--- src/rtl/cal_pkg.sv ---
// Shared calendar constants, field-select encoding and BCD helpers.
// February length depends on CALENDAR_LEAP_EN: 29 in leap years when defined, otherwise always 28.
package cal_pkg;

    localparam logic [3:0] DIGIT_MAX = 4'd9;

    localparam logic [7:0] SEC_MIN  = 8'h00;
    localparam logic [7:0] SEC_MAX  = 8'h59;
    localparam logic [7:0] MIN_MIN  = 8'h00;
    localparam logic [7:0] MIN_MAX  = 8'h59;
    localparam logic [7:0] HOUR_MIN = 8'h00;
    localparam logic [7:0] HOUR_MAX = 8'h23;
    localparam logic [7:0] DAY_MIN  = 8'h01;
    localparam logic [7:0] DAY_MAX  = 8'h31;
    localparam logic [7:0] MON_MIN  = 8'h01;
    localparam logic [7:0] MON_MAX  = 8'h12;

    typedef enum logic [2:0] {
        SEL_SEC  = 3'd0,
        SEL_MIN  = 3'd1,
        SEL_HOUR = 3'd2,
        SEL_DAY  = 3'd3,
        SEL_MON  = 3'd4,
        SEL_YEAR = 3'd5
    } sel_e;

    function automatic logic digits_ok(input logic [7:0] v);
        return (v[7:4] <= DIGIT_MAX) && (v[3:0] <= DIGIT_MAX);
    endfunction

    // Digit-wise increment with wrap from mx back to mn.
    function automatic logic [7:0] bcd2_next(input logic [7:0] v, input logic [7:0] mn,
                                             input logic [7:0] mx);
        if (v == mx)
            return mn;
        if (v[3:0] == DIGIT_MAX)
            return {v[7:4] + 4'd1, 4'd0};
        return {v[7:4], v[3:0] + 4'd1};
    endfunction

    function automatic logic [7:0] sanitise(input logic [7:0] v, input logic [7:0] mn,
                                            input logic [7:0] mx);
        return (digits_ok(v) && v >= mn && v <= mx) ? v : mn;
    endfunction

    function automatic logic [7:0] clamp_day(input logic [7:0] d, input logic [7:0] lim);
        return (d > lim) ? lim : d;
    endfunction

    // Two BCD digits divisible by 4: even tens need units 0/4/8, odd tens need 2/6.
    function automatic logic div4(input logic [7:0] v);
        if (v[4])
            return (v[3:0] == 4'd2) || (v[3:0] == 4'd6);
        return (v[3:0] == 4'd0) || (v[3:0] == 4'd4) || (v[3:0] == 4'd8);
    endfunction

    function automatic logic is_leap(input logic [15:0] y);
`ifdef CALENDAR_LEAP_EN
        return (y[7:0] == 8'h00) ? div4(y[15:8]) : div4(y[7:0]);
`else
        return 1'b0 & y[0];
`endif
    endfunction

    function automatic logic [7:0] dim(input logic [7:0] mon, input logic [15:0] y);
        case (mon)
            8'h02:                      return is_leap(y) ? 8'h29 : 8'h28;
            8'h04, 8'h06, 8'h09, 8'h11: return 8'h30;
            default:                    return 8'h31;
        endcase
    endfunction

endpackage

--- src/rtl/bcd2_field.sv ---
// Two-digit BCD counter with runtime min/max, increment, load and wrap flag.
module bcd2_field
    import cal_pkg::*;
(
    input  logic       clk,
    input  logic       rst_n,
    input  logic [7:0] min_val,
    input  logic [7:0] max_val,
    input  logic       inc,
    input  logic       load,
    input  logic [7:0] load_val,
    output logic [7:0] value,
    output logic       wrap
);

    assign wrap = inc && !load && (value == max_val);

    always_ff @(posedge clk) begin
        if (!rst_n)
            value <= min_val;
        else if (load)
            value <= load_val;
        else if (inc)
            value <= bcd2_next(value, min_val, max_val);
    end

endmodule

--- src/rtl/bcd_calendar_chain.sv ---
// BCD sec/min/hour/day/month/year chain with load sanitising and per-field setting.
// Leap-year February handling is enabled by defining CALENDAR_LEAP_EN.
module bcd_calendar_chain
    import cal_pkg::*;
#(
    parameter int YEAR_DIGITS = 4,
    localparam int YW = 4 * YEAR_DIGITS
) (
    input  logic          clk,
    input  logic          rst_n,
    input  logic          tick,
    input  logic          load_en,
    input  logic [7:0]    load_sec,
    input  logic [7:0]    load_min,
    input  logic [7:0]    load_hour,
    input  logic [7:0]    load_day,
    input  logic [7:0]    load_mon,
    input  logic [YW-1:0] load_year,
    input  logic          set_inc,
    input  logic [2:0]    set_sel,
    output logic [7:0]    sec,
    output logic [7:0]    min,
    output logic [7:0]    hour,
    output logic [7:0]    day,
    output logic [7:0]    mon,
    output logic [YW-1:0] year,
    output logic [5:0]    carry_out
);

    function automatic logic [15:0] ext16(input logic [YW-1:0] y);
        logic [15:0] r;
        r = '0;
        r[YW-1:0] = y;
        return r;
    endfunction

    sel_e sel;
    logic tick_go, set_go;
    logic sec_inc, min_inc, hour_inc, day_inc, mon_inc, year_inc;
    logic sec_wrap, min_wrap, hour_wrap, day_wrap, mon_wrap, year_wrap;
    logic [7:0] day_lim, day_ld_val, mon_s, day_s;
    logic day_ld;
    logic [YW-1:0] year_step, year_s;
    logic [YEAR_DIGITS:0] ycarry;
    logic [YEAR_DIGITS-1:0] ynib_ok;

    assign sel     = sel_e'(set_sel);
    assign set_go  = set_inc && !load_en;
    assign tick_go = tick && !load_en && !set_inc;

    // Whole chain resolves combinationally so one tick can roll every field.
    assign sec_inc  = tick_go                || (set_go && sel == SEL_SEC);
    assign min_inc  = (tick_go && sec_wrap)  || (set_go && sel == SEL_MIN);
    assign hour_inc = (tick_go && min_wrap)  || (set_go && sel == SEL_HOUR);
    assign day_inc  = (tick_go && hour_wrap) || (set_go && sel == SEL_DAY);
    assign mon_inc  = (tick_go && day_wrap)  || (set_go && sel == SEL_MON);
    assign year_inc = (tick_go && mon_wrap)  || (set_go && sel == SEL_YEAR);

    assign day_lim = dim(mon, ext16(year));
    assign mon_s   = sanitise(load_mon, MON_MIN, MON_MAX);
    assign day_s   = sanitise(load_day, DAY_MIN, DAY_MAX);
    assign year_s  = (&ynib_ok) ? load_year : '0;

    always_comb begin
        day_ld     = 1'b0;
        day_ld_val = day;
        if (load_en) begin
            day_ld     = 1'b1;
            day_ld_val = clamp_day(day_s, dim(mon_s, ext16(year_s)));
        end else if (set_go && sel == SEL_MON) begin
            day_ld     = 1'b1;
            day_ld_val = clamp_day(day, dim(bcd2_next(mon, MON_MIN, MON_MAX), ext16(year)));
        end else if (set_go && sel == SEL_YEAR) begin
            day_ld     = 1'b1;
            day_ld_val = clamp_day(day, dim(mon, ext16(year_step)));
        end
    end

    bcd2_field u_sec (
        .clk(clk), .rst_n(rst_n), .min_val(SEC_MIN), .max_val(SEC_MAX), .inc(sec_inc),
        .load(load_en), .load_val(sanitise(load_sec, SEC_MIN, SEC_MAX)),
        .value(sec), .wrap(sec_wrap)
    );
    bcd2_field u_min (
        .clk(clk), .rst_n(rst_n), .min_val(MIN_MIN), .max_val(MIN_MAX), .inc(min_inc),
        .load(load_en), .load_val(sanitise(load_min, MIN_MIN, MIN_MAX)),
        .value(min), .wrap(min_wrap)
    );
    bcd2_field u_hour (
        .clk(clk), .rst_n(rst_n), .min_val(HOUR_MIN), .max_val(HOUR_MAX), .inc(hour_inc),
        .load(load_en), .load_val(sanitise(load_hour, HOUR_MIN, HOUR_MAX)),
        .value(hour), .wrap(hour_wrap)
    );
    bcd2_field u_day (
        .clk(clk), .rst_n(rst_n), .min_val(DAY_MIN), .max_val(day_lim), .inc(day_inc),
        .load(day_ld), .load_val(day_ld_val), .value(day), .wrap(day_wrap)
    );
    bcd2_field u_mon (
        .clk(clk), .rst_n(rst_n), .min_val(MON_MIN), .max_val(MON_MAX), .inc(mon_inc),
        .load(load_en), .load_val(mon_s), .value(mon), .wrap(mon_wrap)
    );

    assign ycarry[0] = year_inc;
    for (genvar g = 0; g < YEAR_DIGITS; g++) begin : g_year
        logic [3:0] d;
        assign d                    = year[4*g +: 4];
        assign year_step[4*g +: 4]  = !ycarry[g] ? d : ((d == DIGIT_MAX) ? 4'd0 : d + 4'd1);
        assign ycarry[g+1]          = ycarry[g] && (d == DIGIT_MAX);
        assign ynib_ok[g]           = load_year[4*g +: 4] <= DIGIT_MAX;
    end
    assign year_wrap = ycarry[YEAR_DIGITS];

    always_ff @(posedge clk) begin
        if (!rst_n)
            year <= '0;
        else if (load_en)
            year <= year_s;
        else
            year <= year_step;
    end

    always_ff @(posedge clk) begin
        if (!rst_n)
            carry_out <= '0;
        else if (tick_go)
            carry_out <= {year_wrap, mon_wrap, day_wrap, hour_wrap, min_wrap, sec_wrap};
        else
            carry_out <= '0;
    end

endmodule

--- config.mk ---
export PLATFORM = sky130hd
export DESIGN_NAME = bcd_calendar_chain
export DESIGN_NICKNAME = d
export VERILOG_FILES = /design/src/rtl/cal_pkg.sv /design/src/rtl/bcd2_field.sv /design/src/rtl/bcd_calendar_chain.sv
export SDC_FILE = /design/constraint.sdc
export NUM_CORES = 1
export LEC_CHECK = 0
export ABC_AREA = 1
export CAP_MARGIN = 25
export CORE_AREA = 5 5 140 142
export CTS_CLUSTER_SIZE = 30
export DETAILED_ROUTE_END_ITERATION = 10
export DIE_AREA = 0 0 145 147
export GPL_ROUTABILITY_DRIVEN = 0
export PLACE_DENSITY = 0.45
export SYNTH_ARGS = -nofsm -noshare
export SYNTH_HDL_FRONTEND = slang
export SYNTH_SLANG_ARGS = --single-unit
export TNS_END_PERCENT = 1
--- constraint.sdc ---
create_clock -name clk -period 3.75 [get_ports clk]
set_clock_uncertainty 0.1 [all_clocks]
set_input_delay 0.375 -clock clk [delete_from_list [all_inputs] [get_ports clk]]
set_output_delay 0.375 -clock clk [all_outputs]
set_load 0.05 [all_outputs]
==> out/qor.csv <==
metric,value,unit
finalCriticalPeriod,3.23,ns
antenna_cells,0,
antenna_found_initial,0,
synth_area_per_cell,6.60,sq um
yosysWarningCount,0,
ys_top_cells_by_area,"dfxtp_1 27%, nand2_1 10%, ha_1 7.6%, nor2_1 7.1%, inv_1 6.8%",
cp-endpoint,u_day.value[7]$_SDFFE_PN0P_,
crit_path_start,u_mon.value[3]$_SDFFE_PN0P_,
wl,15600,um
drc,0,
clk_path_buf_depth,2,
worstPathRequired,3.90,ns
async_flop_share,0,
reg2reg_to,u_day.value[7]$_SDFFE_PN0P_,
fin_nets,916,
synth_edf_count,0,
postRouteAntennaNets,0,
cp_num_cells,19,
reg2regPathDepth,19,
setup_violations,0,
grt_max_degree,43,
yosysSeqAreaShare,0.269,
crit_top_cell,nand2_1,
vias_per_cell,4.83,
hold_viol,0,
htreeDepth,3,
initial_core_util,0.252,
final_cell_mix,"124 x clkdlybuf4s50_1, 123 x nand2_1, 87 x nor2_1",
synth_nets,792,
fp.dieArea,21300,sq um
drt_first_pass_iters,5,
core,18300,sq um
ff2ff_setup_slack,0.52,ns
final_common_cell,clkdlybuf4s50_1,
critPathBufInv,4,
crit_type,reg2reg,
cts_setup_buffers,0,
vias,5133,
crit_path_end_kind,register,
fillers,1948,
path_delay_family,simple AND/OR/NAND/NOR gates,
fin_total_pwr,2.27,mW
grt_overflow,0,
max_slew_margin,0.487,
dieWidth,145,um
whs,0.419,ns
crit_path_cell_trace,inv_1 -> nor3_4 -> ha_1 -> nor2_1 -> nor3_2 -> nand2_1 -> inv_2 -> ha_1 -> a21oi_1 -> nand2_1 -> nand3_1 -> nand3_1 -> o21ai_0 -> inv_1 -> nand2_1 -> nor2_2 -> inv_2 -> a21oi_1 -> a211oi_1,
cts_hold_buf,0,
clock-root-buffer,clkbuf_16,
syn_to_final_growth,39.2,%
numClockSinks,62,
p_per_area,353,nW/um^2
worst_pin_slew,0.769,ns
slowest_stage,dfxtp_1,
yosys.area.top_type,dfxtp_1,
drt-initial-drc-count,275,
ys_ff_latch,62,
drive_above_1_share,0.0712,
clkTransAtPathRegs,0.06,ns
status,"finished, final reports clean",
rsz0062_at_grt,no,
wire_per_inst,14.7,um
fin_crit_sh,0.862,
maxSlewViolCount,0,
ioPinCount,126,
worstSkewPairLatency,0.34,ns
synth_ff_type,dfxtp_1,
max_freq,309,MHz
vdd_drop_max,0.225,mV
synth_cell_types,45,
crit_arrival,3.38,ns
r2r_start,u_mon.value[3]$_SDFFE_PN0P_,
cap_violations,0,
hpwlAfterDp,12100,um
synth_cells,700,
cp-start-kind,register,
synth_area,4620,sq um
hold_path_class,reg2reg,
cts_tree,built,
cpPeakStageDelay,0.45,ns
die_height,147,um
grt_pass1_wl,25600,um
grt_pass1_vias,5137,
cts_inserted_buffers,9,
crit_path_max_fanout,8,
num_rows,50,
io_buffers,125,
track_usage,0.145,
setup_tns,0,ns
synthDominantCellAreaShare,0.269,
post_cts_resized,0,
p_leak,2.69,nW
==> flip-flops by register name, summed over array words and instances (netlist names) <==
name / count
year: 16
carry_out: 6
u_hour.value: 8
u_min.value: 8
u_sec.value: 8
u_day.value: 8
u_mon.value: 8
==> routing by layer <==
| layer | part of all wire | global-route usage |
|---|---|---|
| met1 | 0.45 | 0.182 |
| met5 | 0 | 0 |
| met3 | 0.045 | 0.0250 |
| met2 | 0.49 | 0.250 |
| met4 | 0.018 | 0.0527 |
==> kinds of logic (layout without fill, tap and decap cells) <==
logic type	count (synthesis)	in the layout	share of synthesized area
compound gates	161	161	0.206
flops	62	62	0.269
fa+ha+maj	28	28	0.0758
buf+inv	111	240	0.0940
simple gates	322	322	0.326
xor+xnor	16	16	0.0303
==> per-stage QoR <==
stage / setup WS, ns / cells / cell area, sq um / util
3_3_place_gp: 0.486 / 1047 / 6110 / 0.333
3_5_place_dp: 0.324 / 1047 / 6110 / 0.333
5_1_grt: 0.0806 / 1063 / 6430 / 0.351
6_report: 0.517 / 1063 / 6430 / 0.351
4_1_cts: 0.528 / 1063 / 6430 / 0.351
2_1_floorplan: 0.514 / 700 / 4620 / -
==> layout make-up <==
| type | instances | area, sq um | area share |
|---|---|---|---|
| tap | 234 | 293 | 0.0455 |
| timing repair buffer | 129 | 1280 | 0.199 |
| multi-input combinational | 527 | 2940 | 0.458 |
| clock buffer | 13 | 250 | 0.0389 |
| inverter | 95 | 357 | 0.0555 |
| sequential | 62 | 1240 | 0.193 |
| clock inverter | 3 | 67.6 | 0.0105 |
==> worst min-delay path by stage <==
stage                                           start                           to  slack [ns]  cells past startpoint
after floorplan                           load_sec[2]  u_sec.value[2]$_SDFFE_PN0P_        0.42                      2
after global placement    u_mon.value[7]$_SDFFE_PN0P_  u_mon.value[7]$_SDFFE_PN0P_        0.40                      2
after detailed placement  u_sec.value[7]$_SDFFE_PN0P_  u_sec.value[7]$_SDFFE_PN0P_        0.40                      2
after CTS                 u_sec.value[7]$_SDFFE_PN0P_  u_sec.value[7]$_SDFFE_PN0P_        0.42                      2
after global routing      u_sec.value[7]$_SDFFE_PN0P_  u_sec.value[7]$_SDFFE_PN0P_        0.45                      2
final                     u_sec.value[7]$_SDFFE_PN0P_  u_sec.value[7]$_SDFFE_PN0P_        0.42                      2
==> report_power, final <==
group	total (mW)	internal [mW]	switching [mW]
clock network	0.922	0.601	0.321
logic	0.592	0.225	0.367
registers	0.759	0.699	0.0593
==> synth_stat cells (all sizes together) (4+ instances only) <==
cell type / instances
xor2: 10
nor2: 91
ha: 28
or2: 4
nand4: 15
nand2: 132
dfxtp: 62
clkbuf: 9
nand3: 59
a31oi: 25
inv: 94
o21ai: 62
a211oi: 15
buf: 7
o22ai: 4
xnor2: 6
nor3: 17
o211ai: 4
a21oi: 40
==> worst register-to-register path: cells and delay by family (launching register included) <==
| kind | cells | cell delay, ns |
|---|---|---|
| AOI/OAI and AO/OA | 4 | 0.47 |
| adders and majority gates | 2 | 0.63 |
| buffers and inverters | 4 | 0.38 |
| DFF | 1 | 0.45 |
| and+or+nand+nor | 9 | 1.15 |
(Power assumes the default switching activity.)
